### src/rtl/pin_entry_buffer.sv
// PIN entry buffer: collects up to four BCD digits from a keypad strobe, with backspace/clear.
// Optional inactivity auto-clear is compiled in only when PIN_ENTRY_TIMEOUT_EN is defined.
module pin_entry_buffer #(
    parameter int unsigned TIMEOUT_CYCLES = 250000000
) (
    input  logic        clk_in,
    input  logic        rst,
    input  logic        key_valid,
    input  logic [3:0]  key_code,
    input  logic        consume,
    output logic [15:0] value_16bit,
    output logic        enough,
    output logic [2:0]  digit_count,
    output logic        timeout_flag,
    output logic [1:0]  dbg_state
);
    // Handshake: key_valid and consume are single-cycle strobes with no ready; every strobe is
    // sampled on the rising edge it is high for, and results are visible the following cycle.

    typedef enum logic [1:0] {
        IDLE  = 2'd0,
        ENTRY = 2'd1,
        FULL  = 2'd2
    } state_t;

    state_t      state_q, state_d;
    logic [15:0] value_q, value_d;
    logic [2:0]  count_q, count_d;

    logic is_digit, is_bksp, is_clear;

    assign is_digit = (key_code <= 4'h9);
    assign is_bksp  = (key_code == 4'hA);
    assign is_clear = (key_code == 4'hB);

`ifdef PIN_ENTRY_TIMEOUT_EN
    localparam logic [27:0] TIMEOUT_LAST = 28'(TIMEOUT_CYCLES - 1);

    logic [27:0] timer_q, timer_d;
    logic        timeout_q, timeout_d;
    logic        key_accepted;

    // Only keys that actually change the buffer restart the timer or beat a timeout.
    assign key_accepted = key_valid && !consume &&
                          ((is_digit && (count_q < 3'd4)) ||
                           (is_bksp && (count_q != 3'd0)) ||
                           is_clear);
`endif

    always_comb begin
        value_d = value_q;
        count_d = count_q;
        if (consume) begin
            value_d = 16'h0000;
            count_d = 3'd0;
        end else if (key_valid) begin
            if (is_digit) begin
                if (count_q < 3'd4) begin
                    value_d = {value_q[11:0], key_code};
                    count_d = count_q + 3'd1;
                end
            end else if (is_bksp) begin
                if (count_q != 3'd0) begin
                    value_d = {4'h0, value_q[15:4]};
                    count_d = count_q - 3'd1;
                end
            end else if (is_clear) begin
                value_d = 16'h0000;
                count_d = 3'd0;
            end
        end

`ifdef PIN_ENTRY_TIMEOUT_EN
        timeout_d = 1'b0;
        timer_d   = timer_q;
        if (state_q != IDLE) begin
            timer_d = timer_q + 28'd1;
        end
        if (key_accepted) begin
            timer_d = 28'd0;
        end
        if ((state_q != IDLE) && !consume && !key_accepted && (timer_q == TIMEOUT_LAST)) begin
            value_d   = 16'h0000;
            count_d   = 3'd0;
            timeout_d = 1'b1;
        end
        if (count_d == 3'd0) begin
            timer_d = 28'd0;
        end
`endif

        if (count_d == 3'd0) begin
            state_d = IDLE;
        end else if (count_d == 3'd4) begin
            state_d = FULL;
        end else begin
            state_d = ENTRY;
        end
    end

    always_ff @(posedge clk_in) begin
        if (rst) begin
            state_q <= IDLE;
            value_q <= 16'h0000;
            count_q <= 3'd0;
        end else begin
            state_q <= state_d;
            value_q <= value_d;
            count_q <= count_d;
        end
    end

`ifdef PIN_ENTRY_TIMEOUT_EN
    always_ff @(posedge clk_in) begin
        if (rst) begin
            timer_q   <= 28'd0;
            timeout_q <= 1'b0;
        end else begin
            timer_q   <= timer_d;
            timeout_q <= timeout_d;
        end
    end

    assign timeout_flag = timeout_q;
`else
    assign timeout_flag = 1'b0;
`endif

    assign value_16bit = value_q;
    assign digit_count = count_q;
    assign enough      = (state_q == FULL);
    assign dbg_state   = state_q;

endmodule
### config.mk
export PLATFORM = sky130hd
export DESIGN_NAME = pin_entry_buffer
export DESIGN_NICKNAME = d
export VERILOG_FILES = /design/src/rtl/pin_entry_buffer.sv
export SDC_FILE = /design/constraint.sdc
export NUM_CORES = 1
export LEC_CHECK = 0
export BUFFER_PORTS_ARGS = -buffer_cell sky130_fd_sc_hd__buf_2
export CAP_MARGIN = 20
export CORE_MARGIN = 2
export CORE_UTILIZATION = 54
export CTS_BUF_LIST = sky130_fd_sc_hd__clkbuf_16
export DETAILED_ROUTE_END_ITERATION = 12
export PLACE_DENSITY = 0.85
export SETUP_SLACK_MARGIN = 0.2
export SLEW_MARGIN = 20
export SYNTH_ARGS = -nofsm -noshare
export SYNTH_HDL_FRONTEND = slang
export SYNTH_SLANG_ARGS = --single-unit
### constraint.sdc
create_clock -name clk_in -period 2.8 [get_ports clk_in]
set_input_delay 0.56 -clock clk_in [delete_from_list [all_inputs] [get_ports clk_in]]
set_output_delay 0.56 -clock clk_in [all_outputs]
set_load 0.005 [all_outputs]
; After elaboration in Yosys (flattened, before gate mapping)
; Cells that the tools add are included.
[totals]
word_cells = 32
reg_bits = 21
in_bits = 8
output_inout_bits = 23
[classes]
eq_ne = 6
add_sub_neg = 2
magnitude_cmp = 2
reduce_logical = 6
mux = 13
[ops]
columns = cell, count
row1 = 16-bit two-way mux, 5
row2 = 3-bit two-way mux, 7
row3 = 4-bit equality test (second input constant), 2
row4 = 3-bit nonzero test, 2
row5 = 4-bit <= comparator (second input constant), 1
row6 = 4-bit AND reduction, 1
row7 = 2-bit OR reduction, 2
row8 = 3-bit by 1-bit adder with 3-bit output (second input constant), 1
row9 = 3-bit equality test (second input constant), 1
row10 = 3-bit zero test, 1
row11 = 3-bit < comparator (second input constant), 1
row12 = 3-bit by 2-bit inequality test with 1-bit output (second input constant), 1
row13 = 3-bit by 1-bit subtractor with 3-bit output (second input constant), 1
row14 = 2-bit equality test (second input constant), 1
row15 = 2-bit two-way mux, 1
row16 = 2-bit by 1-bit inequality test with 1-bit output (second input constant), 1

; Logic depth before layout (Yosys ltp)
; Gate-level depths: netlist of run 1.
[depth]
depth_word = 8
mapped_depth = 7
mapped_depth_nobuf = 6

; Worst setup path after synthesis of run 1
; No wires, ideal clock.
[synth_path]
kind = input port to flip-flop
from = input port key_code[3]
to = register state_q[1] (netlist: dbg_state[1])
path_buffers = 1
arrival_time_ns = 1.709
cell_stages = 5
path_slack_ns = 0.974
required_time_ns = 2.683
setup_time_ns = 0.117
cell_sequence = buf_2 nand2_2 or4b_1 a22oi_1 and4b_1
[synth_via]
elab_chain_cells = 8
word_cells_on_any_way = 12
classes_between = order compare (1) / eq/ne (3) / mux (6) / reduce/logical (2)
[synth_rtl]
columns = element, line_no
row1 = from (decl), 9  ; input logic [3:0] key_code,
row2 = 4-bit equality test, 34  ; assign is_clear = (key_code == 4'hB);
row3 = 3-bit two-way mux, 67  ; end else if (is_clear) begin
row4 = 3-bit two-way mux, 62  ; end else if (is_bksp) begin
row5 = 3-bit two-way mux (*), 57  ; if (is_digit) begin
row6 = 3-bit two-way mux (*), 56  ; end else if (key_valid) begin
row7 = 3-bit two-way mux (*), 53  ; if (consume) begin
row8 = 3-bit equality test or 3-bit zero test (tied branches), "94, 92"
row9 = 2-bit two-way mux or 2-bit OR reduction (tied branches), -
row10 = to (signal assigned), 107  ; state_q <= state_d;
row11 = to (decl), 26  ; state_t state_q, state_d;
; Every way passes the cells marked *; elsewhere a longest branch is shown, timed or not.
; A chain may end at the register's enable or synchronous reset.

; Worst setup path after layout of run 1
[layout_path]
from = register count_q[0] (netlist: digit_count[0])
to = register value_q[5] (netlist: value_16bit[5])
[layout_via]
elab_chain_cells = 3
word_cells_on_any_way = 5
classes_between = order compare (1) / eq/ne (2) / reduce/logical (2)
[layout_rtl]
columns = element, line_no
row1 = from (decl), 28  ; logic [2:0] count_q, count_d;
row2 = from (signal assigned), 109  ; count_q <= count_d;
row3 = 3-bit < comparator or 3-bit nonzero test (tied branches), "58, 63"
row4 = 2-bit by 1-bit inequality test with 1-bit output (no line) or 3-bit by 2-bit inequality test with 1-bit output (tied branches), -
row5 = 4-bit AND reduction (no line) (*), -
row6 = to (signal assigned), 108  ; value_q <= value_d;
row7 = to (decl), 27  ; logic [15:0] value_q, value_d;
; Marked as above.

==> flow_summary.toml, run 1 <==
[power]
power_frac_seq_pct = 44.6
p_clk_share_pct = 43.1
power.switching_uw = 172
cellPowerDensity_mw_per_mm2 = 536
p_total_uw = 705
p_sw_share_pct = 24.4
internal-power_uw = 533
leakagePower_uw = 0.000563
comb_power_share_pct = 12.3
ir_drop_mv = 0.453

[sta]
fin_crit_sh_pct = 72.2
final_hold_viol_count = 0
tightest_slew_ns = 0.643
fmax_ghz = 0.495
setup_viol = 0
rsz0062_at_grt = "false"
finalCriticalPeriod_ns = 2.02
slew_viol_final = 0
max_slew_margin_pct = 57.1
setup_slack_ns = 0.779
clock_skew_ns = 0.00126
final.setup.tns_ns = 0

[cells_and_area]
diodes = 0
fin_util_pct = 67.7
fillCellCount = 175
multiInputGateArea_um2 = 601
final_nets = 160
seqCellArea_um2 = 420
layout-drive-gt1-share_pct = 30.4
area_growth_pct = 18.8

[yosys]
synth_top_area_share_pct = 38.0
synthAdderAreaFrac_pct = 3.39
synth_area_leaders = "dfxtp_1 38%, a221oi_2 6.8%, a21oi_1 4.1%"
synth_xor_area_share_pct = 0
ys_seq_area_share_pct = 38.0
yosysTopAreaCell = "dfxtp_1"
synth_top_family_by_area = "compound AO/OA/AOI/OAI gates"
synth-compound-area-share_pct = 26.5
yosysWarningCount = 0
synth.distinct_cells = 37
syn_nets = 135
syn_inst = 124
synth_edf_count = 0
yosysMostFrequentCell = "dfxtp_1"
avgSynthCellArea_um2 = 8.92
yosys_register_bits = 21
synth_area_mm2 = 0.00111
synth-async-reset-ratio_pct = 0
synth_common_cells = "21 x dfxtp_1, 11 x nor2_1, 9 x a21oi_1, 9 x nor3_1, 8 x nand2_1"
yosys.area_share.simple_pct = 24.1
ys.flop_type = "dfxtp_1"
synthMuxAreaShare_pct = 0

[worst_setup_path]
r2r-start = "digit_count[0]"
startpoint_type = "flop"
crit_fanout = 21
critPathRequiredTime_ns = 2.93
startpoint = "digit_count[0]"
path_class = "reg -> reg"
end_kind = "flop"
crit_arrival_ns = 2.15

[status]
status = "finished, final reports clean"

[clock_network]
numCtsBuffers = 3
postCtsHoldBufs = 0
cts.repair.resized = 0
clock_latency_ns = 0.25
clk_path_buf_depth = 2
cts_tree = "yes"
htree_levels = 1
cts_sinks = 21
clk_pin_slew_ns = 0.06
postCtsSetupBuffers = 0
root_buffer = "clkbuf_16"

[detailed_routing]
post-route-drc-count = 0
dr.pass1.iters = 4
wl_um = 2680
viasPerCell = 5.98
drtIter0Drc = 43
final_antenna_net_count = 0
wl_per_cell_um = 15.3
vias = 1046

[placement]
dp_slack_ns = 0.720
io_buffers = 29
gp_congestion = 0.828
place_hpwl_um = 1850

[grt]
track_usage_pct = 24.5
grt_pass1_vias = 959
antenna_found_initial = 0
grt_pass1_wl_um = 4500
grt_overflow_total = 0
grt_max_degree = 22

[die]
die_w_um = 49.3
fp.coreArea_mm2 = 0.00194
top_level_ports = 31
dieHeight_um = 49.3
num_rows = 16
dieArea_mm2 = 0.00243
initial_core_util_pct = 57.0

[job]
maxCapViolCount = 0

[min_path]
hold_path.class = "reg -> reg"
hp-start = "value_16bit[14]"
## power groups by stage
stage	clock network (uW)	logic [uW]	registers (uW)
after floorplan	0	63.1	320
after global placement	0	81.8	320
after detailed placement	0	85.0	321
after CTS	307	85.9	314
after global routing	324	96.4	315
final	304	86.4	315
## kinds of logic after synthesis
kind of cell               after synthesis
AOI/OAI and AO/OA                       34
and+or+nand+nor                         49
buffers and inverters                   16
other                                    1
adders and majority gates                3
DFF                                     21
## cell type report
class | count | share of cell area, %
clock inverters | 1 | 0.381
inverters | 5 | 1.43
clock buffers | 3 | 5.71
well taps | 27 | 2.57
multi-input cells | 87 | 45.7
flip-flops and latches | 21 | 32.0
repair buffers | 31 | 12.2
## per-stage QoR
stage / std cells / hold slack (ns) / instance area [um2]
after floorplan: 124 / 0.461 / 1110
after global placement: 171 / 0.465 / 1230
after detailed placement: 171 / 0.482 / 1230
after CTS: 175 / 0.489 / 1310
after global routing: 175 / 0.503 / 1310
final: 175 / 0.487 / 1310
## worst paths after layout
path | end | slack, ns | depth (start not counted)
max | value_16bit[5] | 0.78 | 7
min | value_16bit[14] | 0.49 | 2
max reg2reg | value_16bit[5] | 0.78 | 7
min reg2reg | value_16bit[14] | 0.49 | 2
## critical path, cell delays in order, from the launching register on
cell and delay, ns:
dfxtp_1 0.41, inv_1 0.11, ha_1 0.26, nor2b_1 0.18, a221o_1 0.34, buf_4 0.21
a221oi_1 0.29, a211oi_1 0.08
## layer usage
| metal | share of wire (%) | global-route usage (%) | up-vias |
|---|---|---|---|
| met5 | 0 | 0 | - |
| met3 | 7.4 | 7.67 | 2 |
| met4 | 0.22 | 8.57 | 0 |
| met2 | 52 | 43.5 | 53 |
| li1 | - | - | 498 |
| met1 | 40 | 27.3 | 493 |
## layout by cell type, fill, tap and decap left out, types with 4 or more instances in the layout
cell | Yosys | final
a221oi_1 | 4 | 4
inv_1 | 5 | 5
nor2_1 | 11 | 11
nor3_1 | 9 | 9
dfxtp_1 | 21 | 21
nand3_1 | 5 | 5
nand2_1 | 8 | 8
nor2b_1 | 5 | 5
a221oi_2 | 5 | 5
buf_2 | 4 | 29
a21oi_1 | 9 | 9
o21ai_0 | 4 | 4
## registers in the layout (all words and copies together), names as in the netlist
| signal | count |
|---|---|
| dbg_state | 2 |
| digit_count | 3 |
| value_16bit | 16 |
Power figures use the tool's default switching activity.
==> run 2, diff against run 1 <==
--- a/config.mk
+++ b/config.mk
@@ -8,10 +8,10 @@
 export BUFFER_PORTS_ARGS = -buffer_cell sky130_fd_sc_hd__buf_2
 export CAP_MARGIN = 20
 export CORE_MARGIN = 2
-export CORE_UTILIZATION = 54
+export CORE_UTILIZATION = 50
 export CTS_BUF_LIST = sky130_fd_sc_hd__clkbuf_16
 export DETAILED_ROUTE_END_ITERATION = 12
-export PLACE_DENSITY = 0.85
+export PLACE_DENSITY = 0.8
 export SETUP_SLACK_MARGIN = 0.2
 export SLEW_MARGIN = 20
 export SYNTH_ARGS = -nofsm -noshare
==> constraint.sdc (replaced) <==
create_clock -name clk_in -period 1.9 [get_ports clk_in]
set_input_delay 0.38 -clock clk_in [delete_from_list [all_inputs] [get_ports clk_in]]
set_output_delay 0.38 -clock clk_in [all_outputs]
set_load 0.005 [all_outputs]
==> run 2 against run 1 <==
Compared with the run above: worst setup slack worse by 0.63 ns; non-clock buffer count rose by 8; worst hold slack got worse by 0.018 ns; routed wire length increased by 5.5%; clock power grew 40%; sequential share of layout area down 3.6 points; total power is 50% higher; cell count is 5.1% higher; register-to-register slack worse by 0.63 ns; largest cell class unchanged; highest routed layer unchanged.
==> flow_summary.toml, run 2 (synthesized netlist as in run 1, its figures left out) <==
[status]
status = "finished, final reports clean"

[worst_setup_path]
startpoint_type = "flop"
path_class = "reg -> reg"
end_kind = "flop"
crit_arrival_ns = 1.87
critPathRequiredTime_ns = 2.02
crit_fanout = 5

[power]
p_clk_share_pct = 40.1
internal-power_uw = 811
comb_power_share_pct = 16.2
ir_drop_mv = 0.516
power.switching_uw = 248
p_total_uw = 1060
power_frac_seq_pct = 43.6
cellPowerDensity_mw_per_mm2 = 703
leakagePower_uw = 0.000664
p_sw_share_pct = 23.4

[detailed_routing]
wl_per_cell_um = 15.3
dr.pass1.iters = 4
vias = 1069
viasPerCell = 5.81
wl_um = 2820
drtIter0Drc = 28
final_antenna_net_count = 0
post-route-drc-count = 0

[cells_and_area]
final_cell_mix = "29 x buf_2, 19 x dfxtp_1, 11 x nor2_1, 9 x a21oi_1, 9 x a221oi_2"
fin_util_pct = 70.1
largest_register_ffs = 16
area_growth_pct = 36.2
final_common_cell = "buf_2"
final_nets = 168
layout-drive-gt1-share_pct = 41.7
diodes = 0
final_area_mm2 = 0.00151

[clock_network]
clk_path_buf_depth = 2
clk_pin_slew_ns = 0.05
htree_levels = 1
postCtsHoldBufs = 0
cts_tree = "yes"
root_buffer = "clkbuf_16"
clock_latency_ns = 0.25
numCtsBuffers = 3
cts_sinks = 21

[sta]
setup_viol = 0
final.setup.tns_ns = 0
fin_crit_sh_pct = 92.3
final_hold_viol_count = 0
clock_skew_ns = 0.00314
fmax_ghz = 0.570
rsz0062_at_grt = "true"
slew_viol_final = 0
finalCriticalPeriod_ns = 1.75

[placement]
place_hpwl_um = 1750
post_dp_cell_area_mm2 = 0.00129
io_buffers = 29
gp_congestion = 0.836

[grt]
track_usage_pct = 20.4
grt_pass1_wl_um = 3970
grt_pass1_vias = 869
grt_overflow_total = 0
antenna_found_initial = 0
grt_max_degree = 22

[die]
dieArea_mm2 = 0.00260
initial_core_util_pct = 51.5
fp.coreArea_mm2 = 0.00215
dieHeight_um = 51.0
top_level_ports = 31
die_w_um = 51.0
num_rows = 17

[min_path]
hold_path.class = "in -> reg"

[job]
maxCapViolCount = 0
run 2: cell count changes in the layout (fill, tap and decap cells not counted), moves of 2 or more:
cell	delta
a221oi_1	-4
dfxtp_1	-2
buf_12	+2
buf_4	+4
dfxtp_4	+2
clkbuf_16	+2
a221oi_2	+4
run 2: timing repair:
action / in CTS / in global routing
buffers inserted: 0 / 2
gates resized for setup: 1 / 17
endpoints found under the setup margin: 9 / 12
pin swaps: 1 / 6
gates cloned: 0 / 2
run 2: power groups by stage:
stage | Sequential, uW | Combinational (uW) | Clock [uW]
after global routing | 463 | 186 | 452
after CTS | 463 | 140 | 434
final | 462 | 172 | 425
after floorplan | 472 | 93.0 | 0
after global placement | 471 | 134 | 0
after detailed placement | 473 | 138 | 0
run 2: worst max-delay path: stages, from the launching register on:
cell and delay [ns]:
dfxtp_4 0.35, inv_2 0.06, ha_4 0.16, nor2b_4 0.13, a221o_2 0.44, clkbuf_16 0.19
a221oi_2 0.21, nor3_1 0.08
run 2: routing by layer:
layer | up-vias | share of wire, % | global-route usage, %
met5 | - | 0 | 0
met4 | 0 | 3.5 | 13.1
met3 | 10 | 4.4 | 2.92
met2 | 39 | 50 | 31.2
met1 | 503 | 42 | 26.7
li1 | 517 | - | -
run 2: worst paths after layout:
check                       start         endpoint  slack (ns)  cells past startpoint
hold / removal        key_code[1]   value_16bit[1]        0.47                      3
setup / recovery   digit_count[0]   value_16bit[4]        0.15                      7
hold reg to reg   value_16bit[15]  value_16bit[15]        0.48                      2
setup reg to reg   digit_count[0]   value_16bit[4]        0.15                      7
run 2: layout make-up:
| class | instances | area, um2 |
|---|---|---|
| well taps | 28 | 35.0 |
| inverters | 5 | 21.3 |
| repair buffers | 39 | 280 |
| flip-flops and latches | 21 | 428 |
| fillers | 174 | 642 |
| multi-input cells | 87 | 663 |
| clock inverters | 1 | 3.75 |
| clock buffers | 3 | 75.1 |
run 2: through the flow:
step / hold WS (ns) / worst slack, ns / instances
floorplan: 0.461 / 0.205 / 124
global placement: 0.458 / 0.148 / 176
detailed placement: 0.463 / 0.125 / 176
CTS: 0.461 / 0.164 / 180
global route: 0.497 / 0.111 / 184
finish: 0.469 / 0.146 / 184
==> run 3, diff against run 2 <==
--- a/config.mk
+++ b/config.mk
@@ -5,6 +5,7 @@
 export SDC_FILE = /design/constraint.sdc
 export NUM_CORES = 1
 export LEC_CHECK = 0
+export ABC_AREA = 1
 export BUFFER_PORTS_ARGS = -buffer_cell sky130_fd_sc_hd__buf_2
 export CAP_MARGIN = 20
 export CORE_MARGIN = 2
==> run 3 against run 2 <==
Compared with the run above: final area down 5.9%; synthesized cell count is 26% higher; first-iteration DRC count increased by 39%; worst hold slack got worse by 0.15 ns; critical path type unchanged; largest cell class unchanged; critical path depth is 4 higher; utilization about the same; fmax is 10% higher; area after synthesis is 0.57% lower; count of clock-buffer cells in the layout unchanged.
==> flow_summary.toml, run 3 <==
[yosys]
synth-async-reset-ratio_pct = 0
syn_inst = 156
synth_top_area_share_pct = 38.2
synth_area_leaders = "dfxtp_1 38%, inv_1 9.2%, nand2_1 7.5%"
avgSynthCellArea_um2 = 7.05
yosysMostFrequentCell = "inv_1"
synth_edf_count = 0
yosys_register_bits = 21
yosysWarningCount = 0
synth_area_mm2 = 0.00110
syn_nets = 167
ys.flop_type = "dfxtp_1"
synth_top_family_by_area = "compound AO/OA/AOI/OAI gates"
yosysTopAreaCell = "dfxtp_1"
synthMuxAreaShare_pct = 0
synth_common_cells = "27 x inv_1, 22 x nand2_1, 21 x dfxtp_1, 14 x nor2_1, 13 x a21oi_1"
synthAdderAreaFrac_pct = 3.41
ys_seq_area_share_pct = 38.2
yosys.area_share.simple_pct = 20.4
synth_xor_area_share_pct = 0
synth-compound-area-share_pct = 22.8
synth.distinct_cells = 25

[die]
num_rows = 16
top_level_ports = 31
die_w_um = 50.9
dieArea_mm2 = 0.00259
dieHeight_um = 50.9
initial_core_util_pct = 54.4
fp.coreArea_mm2 = 0.00202

[cells_and_area]
final_common_cell = "buf_2"
final_nets = 199
area_growth_pct = 28.9
diodes = 0
layout-drive-gt1-share_pct = 26.2
stdcell_count = 214
largest_register_ffs = 16
final_cell_mix = "29 x buf_2, 28 x inv_1, 21 x nand2_1, 19 x dfxtp_1, 14 x nor2_1"
fin_util_pct = 70.1

[clock_network]
cts_sinks = 21
root_buffer = "clkbuf_16"
clk_path_buf_depth = 2
numCtsBuffers = 3
clock_latency_ns = 0.25
cts_tree = "yes"
htree_levels = 1
clk_pin_slew_ns = 0.05

[worst_setup_path]
cpLargestDelayFamily = "simple AND/OR/NAND/NOR gates"
cpPeakStageDelay_ns = 0.33
worstSetupEndpoint = "dbg_state[0]"
crit_arrival_ns = 1.77
critPathRequiredTime_ns = 2.08
path_cells = "inv_1 > ha_1 > inv_1 > nor2_1 > nand3_2 > nand3_4 > buf_12 > nand2_1 > nand2_1 > nand2_2 > a21oi_1"
reg2reg_to = "dbg_state[0]"
cp.depth = 11
crit_fanout = 7
ff2ff_path_depth = 11
path_class = "reg -> reg"
startpoint = "digit_count[0]"
r2r_setup_slack_ns = 0.31
startpoint_type = "flop"
crit_buf_inv = 3
critPathSlowestCell = "dfxtp_2"
r2r-start = "digit_count[0]"
end_kind = "flop"

[detailed_routing]
dr.pass1.iters = 4
detailroute.wirelength.met2_um = 1350
final_antenna_net_count = 0
wl_met3_um = 157
post-route-drc-count = 0
m1WireLength_um = 1080
wl_um = 2600
drtIter0Drc = 39
viasPerCell = 5.19
dr.max_layer_used = "met4"
wl_per_cell_um = 12.2
vias = 1110

[power]
leakagePower_uw = 0.000683
ir_drop_mv = 0.643
p_clk_share_pct = 40.5
power_frac_seq_pct = 43.6
power.switching_uw = 258
cellPowerDensity_mw_per_mm2 = 754
comb_power_share_pct = 15.9
internal-power_uw = 811
p_total_uw = 1070
p_sw_share_pct = 24.2

[status]
status = "finished, final reports clean"

[job]
maxCapViolCount = 0

[grt]
grt_pass1_wl_um = 3990
antenna_found_initial = 0
grt_max_degree = 34
track_usage_pct = 19.9
grt_pass1_vias = 978
grt_overflow_total = 0

[placement]
place_inst = 207
io_buffers = 29
gp_congestion = 0.820
place_hpwl_um = 1780
dp_slack_ns = 0.289

[sta]
clock_skew_ns = 0.00449
fmax_ghz = 0.629
finalCriticalPeriod_ns = 1.59
rsz0062_at_grt = "false"
slew_viol_final = 0
final.setup.tns_ns = 0
setup_viol = 0
fin_crit_sh_pct = 83.7
final_hold_viol_count = 0
setup_slack_ns = 0.310

[min_path]
hold_path.class = "in -> reg"
[run 3: cell types whose count changed in the layout (fill, tap and decap cells not counted), sizes merged, moves of 3 or more]
cell,before,now
nand4,0,3
nand2,9,24
nand2b,3,0
nor2b,5,0
nor3,9,0
a21oi,9,13
inv,6,30
o21ai,4,19
buf,37,32
a221oi,10,0
nor2,11,16
o22ai,0,10
[run 3: layer usage]
| metal | GRT usage (%) | vias to the layer above |
|---|---|---|
| met5 | 0 | - |
| met4 | 2.70 | 0 |
| met3 | 6.73 | 2 |
| met2 | 37.0 | 32 |
| met1 | 22.1 | 506 |
| li1 | - | 570 |
[run 3: cells by family (layout without fill, tap and decap cells)]
logic type,count (synthesis),in the layout
adder cells (fa/ha/maj),3,3
buffers and inverters,36,67
AO/OA/AOI/OAI,45,45
other,1,1
flip-flops,21,21
AND/OR/NAND/NOR,50,50
[run 3: worst register-to-register path, stage by stage, from the launching register on]
cell and delay, ns:
dfxtp_2 0.33, inv_1 0.10, ha_1 0.18, inv_1 0.06, nor2_1 0.13, nand3_2 0.13
nand3_4 0.15, buf_12 0.13, nand2_1 0.05, nand2_1 0.07, nand2_2 0.07, a21oi_1 0.13
[run 3: area by class of cell]
cell class | instances | area, um2
repair buffers | 34 | 243
clock inverters | 1 | 3.75
flip-flops and latches | 21 | 423
multi-input cells | 99 | 531
well taps | 27 | 33.8
fillers | 176 | 604
clock buffers | 3 | 75.1
inverters | 29 | 109
[run 3: per-stage QoR]
stage	hold WS, ns	instance area [um2]
4_1_cts	0.334	1330
2_1_floorplan	0.449	1100
5_1_grt	0.336	1420
3_5_place_dp	0.463	1250
3_3_place_gp	0.465	1250
6_report	0.324	1420
[run 3: power groups by stage]
stage | clock network (uW) | logic [uW] | registers [uW]
after floorplan | 0 | 94.1 | 476
after global placement | 0 | 136 | 474
after detailed placement | 0 | 140 | 475
after CTS | 435 | 142 | 465
after global routing | 454 | 188 | 468
final | 433 | 170 | 466
[run 3: worst min path at each step]
stage,to,cells after the start,from
final,digit_count[1],2,rst
after floorplan,dbg_state[0],1,rst
after detailed placement,value_16bit[3],2,value_16bit[3]
after CTS,digit_count[1],2,rst
after global routing,digit_count[1],2,rst
after global placement,value_16bit[1],2,value_16bit[1]
[run 3: timing repair]
item | in CTS | in global routing
gates resized for setup | 0 | 5
endpoints found under the setup margin | 0 | 3
buffers inserted | 0 | 1
hold buffers | 0 | 0
